**src/rtl/jt1942_rom_sched.sv**
```systemverilog
// Shares one registered-read 16-bit ROM port among NPORT requesters (round-robin) and passes download writes through.
// Optional fixed port-0 priority: define JT1942_ROMSCHED_PRIO0_EN.
module jt1942_rom_sched #(
    parameter int NPORT = 5,
    parameter int AW    = 21,
    parameter int LAT   = 1
) (
    input  logic                clk,
    input  logic                rst,
    input  logic                downloading,
    input  logic                prog_we,
    input  logic [AW-1:0]       prog_addr,
    input  logic [15:0]         prog_data,
    input  logic [NPORT-1:0]    req,
    input  logic [NPORT*AW-1:0] addr,
    output logic [NPORT-1:0]    data_ok,
    output logic [NPORT*16-1:0] dout,
    output logic [AW-1:0]       rom_addr,
    output logic                rom_we,
    output logic [15:0]         rom_din,
    input  logic [15:0]         rom_q
);
    localparam int PW = $clog2(NPORT);
    localparam int CW = (LAT > 1) ? $clog2(LAT) : 1;
    localparam logic [PW-1:0] LAST = PW'(NPORT-1);

    localparam logic [1:0] IDLE = 2'd0;
    localparam logic [1:0] WAIT = 2'd1;
    localparam logic [1:0] CAPT = 2'd2;

    logic [1:0]       state;
    logic [CW-1:0]    cnt;
    logic [PW-1:0]    sel;
    logic [PW-1:0]    rr;
    logic [PW-1:0]    pick;
    logic [PW-1:0]    sel_next;
    logic [AW-1:0]    sel_addr;
    logic [NPORT-1:0] valid;
    logic [NPORT-1:0] hit;
    logic [NPORT-1:0] pending;
    logic [AW-1:0]    last_addr [NPORT];
    logic [AW-1:0]    port_addr [NPORT];
    logic [15:0]      dout_q    [NPORT];
    logic             we_q;

    always_comb begin
        for (int i = 0; i < NPORT; i++) begin
            port_addr[i]     = addr[i*AW +: AW];
            hit[i]           = valid[i] && (port_addr[i] == last_addr[i]);
            dout[i*16 +: 16] = dout_q[i];
        end
    end

    assign data_ok  = downloading ? '0 : (req & hit);
    assign pending  = req & ~hit;
    // Gated so a write registered on the last download cycle never leaks out afterwards.
    assign rom_we   = we_q & downloading;
    assign sel_next = (sel == LAST) ? '0 : sel + 1'b1;

    // First pending port at or above rr, wrapping; scanning downward lets the nearest one win.
    always_comb begin
        logic [PW:0] cand;
        pick = rr;
        cand = '0;
        for (int k = NPORT-1; k >= 0; k--) begin
            cand = {1'b0, rr} + (PW+1)'(k);
            if (cand >= (PW+1)'(NPORT)) cand = cand - (PW+1)'(NPORT);
            if (pending[cand[PW-1:0]]) pick = cand[PW-1:0];
        end
`ifdef JT1942_ROMSCHED_PRIO0_EN
        if (pending[0]) pick = '0;
`else
`endif
    end

    always_ff @(posedge clk) begin
        if (rst) begin
            state    <= IDLE;
            cnt      <= '0;
            sel      <= '0;
            sel_addr <= '0;
            rr       <= '0;
            valid    <= '0;
            rom_addr <= '0;
            rom_din  <= '0;
            we_q     <= 1'b0;
            for (int i = 0; i < NPORT; i++) begin
                last_addr[i] <= '0;
                dout_q[i]    <= '0;
            end
        end else if (downloading) begin
            we_q     <= prog_we;
            rom_addr <= prog_addr;
            rom_din  <= prog_data;
            state    <= IDLE;
            valid    <= '0;
            rr       <= '0;
        end else begin
            we_q <= 1'b0;
            case (state)
                IDLE: begin
                    if (|pending) begin
                        rom_addr     <= port_addr[pick];
                        sel          <= pick;
                        sel_addr     <= port_addr[pick];
                        valid[pick]  <= 1'b0;
                        cnt          <= CW'(LAT-1);
                        state        <= WAIT;
                    end
                end
                WAIT: begin
                    if (cnt == '0) state <= CAPT;
                    else           cnt   <= cnt - 1'b1;
                end
                CAPT: begin
                    dout_q[sel]    <= rom_q;
                    last_addr[sel] <= sel_addr;
                    valid[sel]     <= 1'b1;
`ifdef JT1942_ROMSCHED_PRIO0_EN
                    if (sel != '0) rr <= sel_next;
`else
                    rr <= sel_next;
`endif
                    state <= IDLE;
                end
                default: state <= IDLE;
            endcase
        end
    end
endmodule
```
**config.mk**
```make
export PLATFORM = sky130hd
export DESIGN_NAME = jt1942_rom_sched
export DESIGN_NICKNAME = d
export VERILOG_FILES = /design/src/rtl/jt1942_rom_sched.sv
export SDC_FILE = /design/constraint.sdc
export NUM_CORES = 1
export LEC_CHECK = 0
export CAP_MARGIN = 30
export CELL_PAD_IN_SITES_DETAIL_PLACEMENT = 1
export CELL_PAD_IN_SITES_GLOBAL_PLACEMENT = 2
export CORE_MARGIN = 1
export CORE_UTILIZATION = 36
export DETAILED_ROUTE_END_ITERATION = 10
export PLACE_DENSITY = 0.84
export SYNTH_ARGS = -nofsm -noshare
export SYNTH_HDL_FRONTEND = slang
export SYNTH_SLANG_ARGS = --single-unit
```
**constraint.sdc**
```tcl
create_clock -name clk -period 7 [get_ports clk]
set_input_delay 1.75 -clock clk [delete_from_list [all_inputs] [get_ports clk]]
set_output_delay 1.75 -clock clk [all_outputs]
set_load 0.03 [all_outputs]
```
==> run_results.csv, run 1 <==
group,metric,value,unit
clocking,htree_levels,1,
routing,vias_per_cell,5.55,
synth,syn_inst,1166,
timing,layout_min_cycle_time,6460,ps
clocking,cts_root_buf,"clkbuf_16",
routing,route.detailed.drc,0,
synth,ys_ff_latch,257,
floorplan,core,0.0367,mm²
critical_path,r2r-start,"rr[1]",
clocking,cts_tree,"yes",
final_layout,drive_gt1_frac,0.114,
placement,dpl.cell_count,1883,
synth,synth.avg_cell_area,11.5,µm²
critical_path,cp.arrival,4710,ps
pwr,max-vdd-ir-drop,197,µV
placement,gp_congestion,0.911,
placement,io_buffers,289,
floorplan,ios,290,
timing,final-setup-viol-count,0,
pwr,power_frac_clock,0.386,
synth,synth-edff-count,185,
timing,finClkSkew,25.3,ps
pwr,swShare,0.273,
clocking,postCtsSetupBuffers,0,
synth,synth_area_leader_cell,"edfxtp_1",
critical_path,cp-end-kind,"output pin",
pwr,leakage,6.62,nW
min_path,worstHoldStart,"rom_din[8]",
timing,max_slew_margin,0.466,
final_layout,regArea,0.00700,mm²
floorplan,initial_core_util,0.367,
global_routing,antenna_found_initial,4,
timing,slew_viol_final,0,
pwr,p_per_area,220,mW/mm²
final_layout,finish.utilization,0.488,
timing,worst_slew_pin_slew,802,ps
routing,drtAntennaViolNets,0,
synth,synth_ff_type,"edfxtp_1",
min_path,min_path_type,"register to register",
final_layout,instances_no_fill,1941,
synth,synth_area,0.0135,mm²
final_layout,nFillCells,3860,
global_routing,grtUsageTotal,0.258,
critical_path,crit_fanout,4,
routing,wirelength,50000,µm
final_layout,fin_nets,1625,
clocking,cts_buffers,29,
floorplan,die_w,195,µm
global_routing,grt_pass1_vias,11100,
pwr,intPower,0.00287,W
timing,max_freq,155,MHz
routing,dr.pass1.iters,5,
clocking,clock_sink_count,257,
pwr,switching_power,0.00108,W
timing,final-hold-violation-count,0,
synth,synth.area.top_cells,"edfxtp_1 (41%), dfxtp_1 (11%), and2_1 (8.8%)",
pwr,power.total,0.00394,W
clocking,clockBufferDepth,3,
synth,yosys_warnings,0,
synth,synth_nets,1345,
floorplan,die_area,0.0382,mm²
global_routing,grt_overflow,0,
timing,timing.hold.ws,494,ps
clocking,clk_latency,540,ps
synth,synth-seq-area-share,0.520,
clocking,post_cts_resized,0,
routing,wl_per_cell,25.7,µm
synth,async_flop_share,0,
timing,rsz0062_at_grt,"false",
critical_path,worstSetupStartpointType,"primary input",
floorplan,rows,70,
pwr,pwr-share-seq,0.446,
floorplan,fp.dieH,195,µm
status,status,"completed",
pwr,p_comb_frac,0.169,
global_routing,grt_start_max_net_pins,58,
routing,initialDrtViolationCount,812,
timing,layout_worst_path_cycle_share,0.923,
synth,ys_types,78,
critical_path,critPathKind,"primary input to output pin",
flow_run,max_cap_violations,0,
timing,tns,0,ps
critical_path,required,5250,ps
final_layout,multi_input_area,0.00604,mm²
critical_path,crit_start,"addr[54]",
global_routing,grt_pass1_wl,73400,µm
synth,synth_top_cell_area_share,0.413,
final_layout,syn_to_final_growth,33.0,%
placement,dp_hpwl,37000,µm
routing,vias,10800,
clocking,cts.clk_slew.worst_paths,60,ps
clocking,hold_buffers,0,
[critical path, stage by stage]
cell,delay [ps]
clkdlybuf4s50_1,530
xnor2_1,480
nand4_2,240
or4_4,590
nor4_1,370
clkdlybuf4s50_1,750
[state kept, by name, summed over array words and instances (netlist names)]
| name | count |
|---|---|
| sel | 3 |
| rom_addr | 21 |
| we_q | 1 |
| rom_din | 16 |
| valid | 5 |
| dout_q | 80 |
| last_addr | 105 |
| state | 2 |
| rr | 3 |
| sel_addr | 21 |
[cell usage in the layout (no fill, tap or decap), types with 19 or more instances in the layout]
| cell | count |
|---|---|
| clkbuf_16 | 29 |
| nand4_1 | 20 |
| xor2_1 | 30 |
| buf_4 | 21 |
| nor2_1 | 56 |
| nor3_1 | 30 |
| a221o_1 | 21 |
| edfxtp_1 | 185 |
| inv_1 | 36 |
| nand2_1 | 19 |
| and2_1 | 190 |
| a21oi_1 | 50 |
| a211o_1 | 23 |
| dfxtp_1 | 72 |
| a22o_1 | 20 |
| mux2i_1 | 22 |
| a221oi_2 | 21 |
| clkdlybuf4s50_1 | 287 |
| xnor2_1 | 82 |
[worst paths after layout]
path	slack [ps]	depth (start not counted)	to
min reg2reg	490	2	rom_din[8]
min	490	2	rom_din[8]
max reg2reg	1940	14	sel_addr[3]
max	540	6	data_ok[2]
[cells by family (layout without fill, tap and decap cells)]
family / Yosys count / after routing / synth area share
other: 0 / 5 / 0
buffers and inverters: 105 / 407 / 0.0351
DFF: 257 / 257 / 0.520
muxes: 45 / 45 / 0.0356
adders and majority gates: 12 / 12 / 0.0117
and+or+nand+nor: 404 / 404 / 0.176
xor gates and xnor gates: 112 / 112 / 0.0729
AOI/OAI and AO/OA: 231 / 231 / 0.149
[power by group through the flow]
stage / combinational (W) / clock [W] / sequential [W]
floorplan: 0.000276 / 0 / 0.00183
global placement: 0.000645 / 0 / 0.00179
detailed placement: 0.000660 / 0 / 0.00179
CTS: 0.000664 / 0.00154 / 0.00176
global route: 0.000697 / 0.00159 / 0.00176
finish: 0.000666 / 0.00152 / 0.00176
[synth_stat cells, types with 13 or more instances]
cell type / count
and2_1: 190
edfxtp_1: 185
xnor2_1: 82
dfxtp_1: 72
nor2_1: 56
a21oi_1: 52
clkbuf_1: 44
inv_1: 36
nor3_1: 34
xor2_1: 30
a211o_1: 23
mux2i_1: 22
a221o_1: 21
a221oi_2: 21
a22o_1: 20
nand4_1: 20
nand2_1: 19
a211oi_1: 18
nand3_1: 16
a211oi_2: 15
mux2_2: 14
nor4_1: 13
[through the flow]
stage	cell area (µm²)	setup WS, ps
after floorplan	13500	1730
after global placement	16800	583
after detailed placement	16900	596
after CTS	17900	578
after global routing	17900	420
final	17900	537
[layout make-up]
class / count / area share
Sequential cell: 257 / 0.391
Tap cell: 468 / 0.0327
Inverter: 37 / 0.00776
Multi-Input combinational cell: 804 / 0.337
Clock inverter: 21 / 0.0102
Antenna cell: 5 / 0.000699
Clock buffer: 32 / 0.0423
Timing Repair Buffer: 317 / 0.178
[layer usage]
layer / vias up / global-route usage / wire, µm
met4: 0 / 0.0738 / 1200
met2: 330 / 0.456 / 25700
met5: - / 0 / 0
li1: 4861 / - / -
met1: 5513 / 0.339 / 20700
met3: 65 / 0.0192 / 2340
Power figures use the tool's default switching activity.
==> run 2, diff against run 1 <==
--- a/config.mk
+++ b/config.mk
@@ -5,13 +5,16 @@
 export SDC_FILE = /design/constraint.sdc
 export NUM_CORES = 1
 export LEC_CHECK = 0
+export ABC_AREA = 1
 export CAP_MARGIN = 30
 export CELL_PAD_IN_SITES_DETAIL_PLACEMENT = 1
 export CELL_PAD_IN_SITES_GLOBAL_PLACEMENT = 2
 export CORE_MARGIN = 1
-export CORE_UTILIZATION = 36
+export CORE_UTILIZATION = 40
 export DETAILED_ROUTE_END_ITERATION = 10
+export DONT_BUFFER_PORTS = 1
 export PLACE_DENSITY = 0.84
+export SETUP_SLACK_MARGIN = 0.1
 export SYNTH_ARGS = -nofsm -noshare
 export SYNTH_HDL_FRONTEND = slang
 export SYNTH_SLANG_ARGS = --single-unit
==> run_results.csv, run 2 <==
group,metric,value,unit
critical_path,crit_fanout,24,
routing,wirelength,50000,µm
global_routing,grt_start_max_net_pins,47,
final_layout,mostFrequentLayoutCells,"nand2_1 (396), nor2_1 (302), inv_1 (198)",
critical_path,reg2reg_slack,2030,ps
routing,route.detailed.drc,0,
final_layout,finish.utilization,0.452,
pwr,max-vdd-ir-drop,228,µV
timing,final-hold-violation-count,0,
clocking,htree_levels,1,
routing,vias_per_cell,5.52,
synth,synthMuxAreaShare,0,
floorplan,core,0.0317,mm²
critical_path,required,7460,ps
placement,place_area,0.0133,mm²
floorplan,rows,65,
critical_path,r2r_cells,22,
timing,finClkSkew,31.8,ps
critical_path,r2r-end,"rom_addr[3]",
final_layout,nFillCells,3779,
critical_path,crit_end,"rom_addr[3]",
clocking,cts_buffers,28,
routing,initialDrtViolationCount,849,
synth,syn_inst,1608,
timing,max_freq,201,MHz
timing,slew_viol_final,0,
synth,synth_nets,1787,
clocking,clock_sink_count,257,
synth,synthXorXnorAreaFrac,0.0153,
final_layout,largest_reg_flops,105,
routing,wl_per_cell,24.9,µm
final_layout,top_regs,"last_addr x105, dout_q x80",
global_routing,antenna_found_initial,0,
synth,synth_top_family_by_area,"simple AND/OR/NAND/NOR gates",
flow_run,max_cap_violations,0,
synth,synth_ff_type,"edfxtp_1",
floorplan,die_w,182,µm
synth,synth_top_cell_area_share,0.429,
synth,synthSimpleGateAreaFrac,0.287,
routing,dr.pass1.iters,5,
synth,yosys_warnings,0,
placement,gp_congestion,0.928,
critical_path,crit_start,"rr[0]",
min_path,worstHoldStart,"sel_addr[10]",
synth,synth-seq-area-share,0.540,
synth,synth_area,0.0130,mm²
floorplan,die_area,0.0331,mm²
timing,tns,0,ps
floorplan,ios,290,
clocking,cts_root_buf,"clkbuf_16",
clocking,clk_latency,580,ps
final_layout,instances_no_fill,2013,
placement,io_buffers,0,
global_routing,grt_pass1_vias,11400,
timing,max_slew_margin,0.361,
clocking,clockBufferDepth,3,
timing,layout_worst_path_cycle_share,0.710,
synth,ys_types,37,
synth,synthMostInstantiatedCell,"nand2_1",
min_path,min_path_type,"register to register",
clocking,cts_tree,"yes",
pwr,leakage,6.21,nW
routing,drtAntennaViolNets,0,
synth,ys_ff_latch,257,
synth,synth_area_leader_cell,"edfxtp_1",
floorplan,initial_core_util,0.409,
clocking,hold_buffers,0,
synth,synth.area.top_cells,"edfxtp_1 (43%), nand2_1 (12%), dfxtp_1 (11%)",
timing,final-setup-viol-count,0,
synth,synth-edff-count,185,
synth,synth.avg_cell_area,8.06,µm²
critical_path,cp-end-kind,"register",
final_layout,syn_to_final_growth,10.6,%
timing,layout_min_cycle_time,4970,ps
critical_path,worstSetupStartpointType,"register",
critical_path,cp.arrival,5430,ps
synth,synth_compound_area_frac,0.0639,
timing,rsz0062_at_grt,"false",
global_routing,grt_pass1_wl,72900,µm
synth,synth_fa_ha_area_frac,0.0122,
synth,async_flop_share,0,
final_layout,largest_register,"last_addr",
synth,yosys-top-cells-count,"nand2_1 (401), nor2_1 (303), inv_1 (198), edfxtp_1 (185), nand3_1 (156)",
placement,dp_hpwl,37000,µm
global_routing,grtUsageTotal,0.298,
global_routing,grt_overflow,0,
status,status,"completed",
final_layout,fin_nets,1768,
final_layout,fin_area,0.0143,mm²
clocking,postCtsSetupBuffers,0,
timing,worst_slew_pin_slew,955,ps
final_layout,final_common_cell,"nand2_1",
final_layout,drive_gt1_frac,0.0584,
pwr,p_per_area,261,mW/mm²
routing,vias,11100,
critical_path,r2r-start,"rr[0]",
clocking,post_cts_resized,0,
floorplan,fp.dieH,182,µm
clocking,cts.clk_slew.worst_paths,60,ps
critical_path,critPathKind,"register to register",
placement,dpl.cell_count,1960,
[run 2: changes by cell type in the layout (fill, tap and decap cells not counted), sizes merged, moves of 77 or more]
cell / change
and2: -190
clkdlybuf4s50: -287
inv: +173
nand2: +387
nand3: +128
nor2: +247
xnor2: -77
[run 2: worst min path at each step]
stage                   endpoint  slack, ps  cells after the start
floorplan               state[1]        440                      2
CTS                 sel_addr[10]        460                      2
global placement    sel_addr[12]        450                      2
detailed placement  sel_addr[10]        450                      2
global route        sel_addr[16]        490                      2
finish              sel_addr[10]        460                      2
[run 2: layer usage]
layer	wire [µm]	global-route usage	part of all wire
met1	19800	0.368	0.39
met2	23600	0.495	0.47
met3	4620	0.0826	0.092
met5	0	0	0
met4	2090	0.116	0.042
[run 2: cell type report]
cell class	instances	area [µm²]	share of cell area
flip-flops and latches	257	7000	0.488
multi-input cells	1080	4920	0.343
clock buffers	38	832	0.0580
inverters	206	773	0.0539
well taps	402	503	0.0351
repair buffers	16	185	0.0129
clock inverters	13	126	0.00881
diodes	1	2.50	0.000175
[run 2: cells by family (layout without fill, tap and decap cells)]
group | after synthesis | after routing
AND/OR/NAND/NOR | 907 | 907
buffers and inverters | 271 | 273
flip-flops | 257 | 257
AO/OA/AOI/OAI | 140 | 140
XOR/XNOR | 21 | 21
adder cells (fa/ha/maj) | 12 | 12
other | 0 | 1
[run 2: per-stage QoR]
step	power (W)	setup WS (ps)	hold slack (ps)
2_1_floorplan	0.00207	2550	435
3_3_place_gp	0.00222	1880	446
3_5_place_dp	0.00223	1790	451
4_1_cts	0.00375	2040	461
5_1_grt	0.00385	1640	489
6_report	0.00374	2030	461
[run 2: report_power, final]
part	switching (W)	internal (W)
Clock	0.000655	0.000878
Sequential	0.000114	0.00170
Combinational	0.000293	0.000101
Total	0.00106	0.00268
[run 2: critical path, cell delays in order (launching register included)]
cell,delay (ps)
dfxtp_1,790
inv_1,280
ha_1,340
ha_1,360
nand2_1,90
nand2_2,110
xor2_1,370
inv_2,90
nand3_1,100
nand3_1,90
nand3_1,120
nand2_1,100
inv_2,80
nand2_1,60
nand3_1,70
nand2_1,50
nand2_1,50
nand2_1,550
inv_2,590
nand3_1,140
nand2_1,130
nand2_1,110
a21oi_1,200
==> run 3, diff against run 2 <==
--- a/config.mk
+++ b/config.mk
@@ -10,10 +10,10 @@
 export CELL_PAD_IN_SITES_DETAIL_PLACEMENT = 1
 export CELL_PAD_IN_SITES_GLOBAL_PLACEMENT = 2
 export CORE_MARGIN = 1
-export CORE_UTILIZATION = 40
+export CORE_UTILIZATION = 37
 export DETAILED_ROUTE_END_ITERATION = 10
 export DONT_BUFFER_PORTS = 1
-export PLACE_DENSITY = 0.84
+export PLACE_DENSITY = 0.78
 export SETUP_SLACK_MARGIN = 0.1
 export SYNTH_ARGS = -nofsm -noshare
 export SYNTH_HDL_FRONTEND = slang
==> constraint.sdc (replaced) <==
create_clock -name clk -period 4.9 [get_ports clk]
set_input_delay 1.225 -clock clk [delete_from_list [all_inputs] [get_ports clk]]
set_output_delay 1.225 -clock clk [all_outputs]
set_load 0.03 [all_outputs]
==> run_results.csv, run 3 (synthesis results as in run 2) <==
group,metric,value,unit
clocking,htree_levels,1,
placement,io_buffers,0,
critical_path,r2r-start,"rr[1]",
critical_path,r2r_cells,22,
floorplan,rows,68,
global_routing,antenna_found_initial,0,
final_layout,largest_register,"last_addr",
global_routing,grt_start_max_net_pins,47,
timing,max_slew_margin,0.376,
flow_run,max_cap_violations,0,
final_layout,drive_gt1_frac,0.0625,
clocking,clockBufferDepth,3,
final_layout,mostFrequentLayoutCells,"nand2_1 (395), nor2_1 (302), inv_1 (198)",
status,status,"completed",
critical_path,r2r-end,"rom_addr[5]",
timing,rsz0062_at_grt,"false",
routing,vias,10900,
timing,layout_worst_path_cycle_share,0.876,
min_path,min_path_type,"register to register",
pwr,leakage,6.24,nW
placement,place_area,0.0135,mm²
critical_path,reg2reg_slack,610,ps
floorplan,ios,290,
routing,route.detailed.drc,0,
critical_path,required,5390,ps
final_layout,num_antenna_cells,0,
clocking,cts_root_buf,"clkbuf_16",
routing,vias_per_cell,5.28,
routing,dr.pass1.iters,5,
final_layout,largest_reg_flops,105,
timing,worst_slew_pin_slew,935,ps
clocking,cts.clk_slew.worst_paths,70,ps
timing,slew_viol_final,0,
timing,finalWorstSetupSlack,610,ps
final_layout,syn_to_final_growth,11.8,%
final_layout,fin_nets,1774,
timing,tns,0,ps
critical_path,critPathKind,"register to register",
timing,max_freq,233,MHz
placement,gp_congestion,0.897,
global_routing,grt_overflow,0,
min_path,hold_end,"sel_addr[16]",
critical_path,worstSetupStartpointType,"register",
min_path,worstHoldStart,"sel_addr[16]",
placement,dpl_worst_slack,239,ps
clocking,cts_buffers,28,
critical_path,crit_fanout,43,
critical_path,cp-end-kind,"register",
routing,drtAntennaViolNets,0,
clocking,clock_sink_count,257,
min_path,min_path_cells,2,
routing,wl_per_cell,24.0,µm
floorplan,die_w,189,µm
timing,finClkSkew,16.4,ps
final_layout,fin_area,0.0145,mm²
floorplan,die_area,0.0358,mm²
clocking,postCtsSetupBuffers,0,
global_routing,grt_pass1_vias,11200,
pwr,max-vdd-ir-drop,238,µV
routing,initialDrtViolationCount,714,
placement,dp_hpwl,36600,µm
clocking,clk_latency,560,ps
floorplan,core,0.0345,mm²
pwr,p_per_area,376,mW/mm²
floorplan,fp.dieH,189,µm
global_routing,grt_pass1_wl,73000,µm
global_routing,grtUsageTotal,0.276,
final_layout,final_common_cell,"nand2_1",
clocking,cts_tree,"yes",
routing,wirelength,49700,µm
final_layout,top_regs,"last_addr x105, dout_q x80",
timing,final-setup-viol-count,0,
floorplan,initial_core_util,0.375,
critical_path,cp.arrival,4780,ps
timing,layout_min_cycle_time,4290,ps
timing,final-hold-violation-count,0,
## run 3: cell count changes in the layout (fill, tap and decap cells not counted), sizes merged
cell / previous run / this run
bufinv: 1 / 5
clkbuf: 38 / 31
buf: 16 / 22
clkinvlp: 0 / 4
clkinv: 7 / 12
diode: 1 / 0
inv: 211 / 206
## run 3: area by class of cell
class	instances	area (µm²)
clock inverter	21	274
sequential	257	7000
clock buffer	31	712
timing repair buffer	22	248
inverter	206	773
multi-input combinational	1080	4920
fill	4169	20000
tap	455	569
## run 3: per-stage QoR
stage                     cells  power [W]  utilization  hold WS, ps
after floorplan            1608    0.00296            -          435
after global placement     2016    0.00319        0.388          445
after detailed placement   2020    0.00320        0.391          450
after CTS                  2072    0.00548        0.420          460
after global routing       2072    0.00561        0.420          475
final                      2072    0.00545        0.420          460
## run 3: worst max path at each step
stage / from / to / slack, ps / cells after the start
3_3_place_gp: addr[54] / rom_addr[15] / 270 / 22
4_1_cts: rr[1] / rom_addr[15] / 410 / 24
2_1_floorplan: rst / dout_q[4][0] / 1180 / 8
5_1_grt: rr[1] / rom_addr[15] / 240 / 22
6_report: rr[1] / rom_addr[5] / 610 / 22
3_5_place_dp: addr[54] / rom_addr[15] / 240 / 22
## run 3: layer usage
metal  GRT usage  wire length [µm]  vias to the layer above
li1            -                 -                     5156
met1       0.361             21100                     5343
met2       0.453             23000                      373
met3      0.0688              4170                       66
met4      0.0779              1460                        0
met5           0                 0                        -
## run 3: worst max-delay path, stage by stage (launching register included)
cell and delay (ps):
dfxtp_1 490, inv_1 220, ha_1 270, ha_1 350, nand2_1 80, nand2_2 120
xor2_1 360, inv_2 100, nand3_1 100, nand3_1 80, nand3_1 120, nand2_1 110
inv_2 80, nand3_1 90, nand2_1 70, nand2_1 60, nand2_2 110, nand2_4 300
inv_2 460, nand4_1 150, nand2_1 140, nand2_1 180, a21oi_1 170
## run 3: power by group
group	leakage [nW]	internal [W]	total, W	switching (W)
clock network	0.467	0.00133	0.00229	0.000962
logic	3.28	0.000152	0.000576	0.000425
registers	2.50	0.00242	0.00258	0.000160
total	6.24	0.00390	0.00545	0.00155
## run 3: what timing repair did
| item | 4_1_cts | 5_1_grt |
|---|---|---|
| endpoints found under the setup margin | 0 | 1 |
| hold buffers | 0 | 0 |
| gates resized for setup | 0 | 2 |
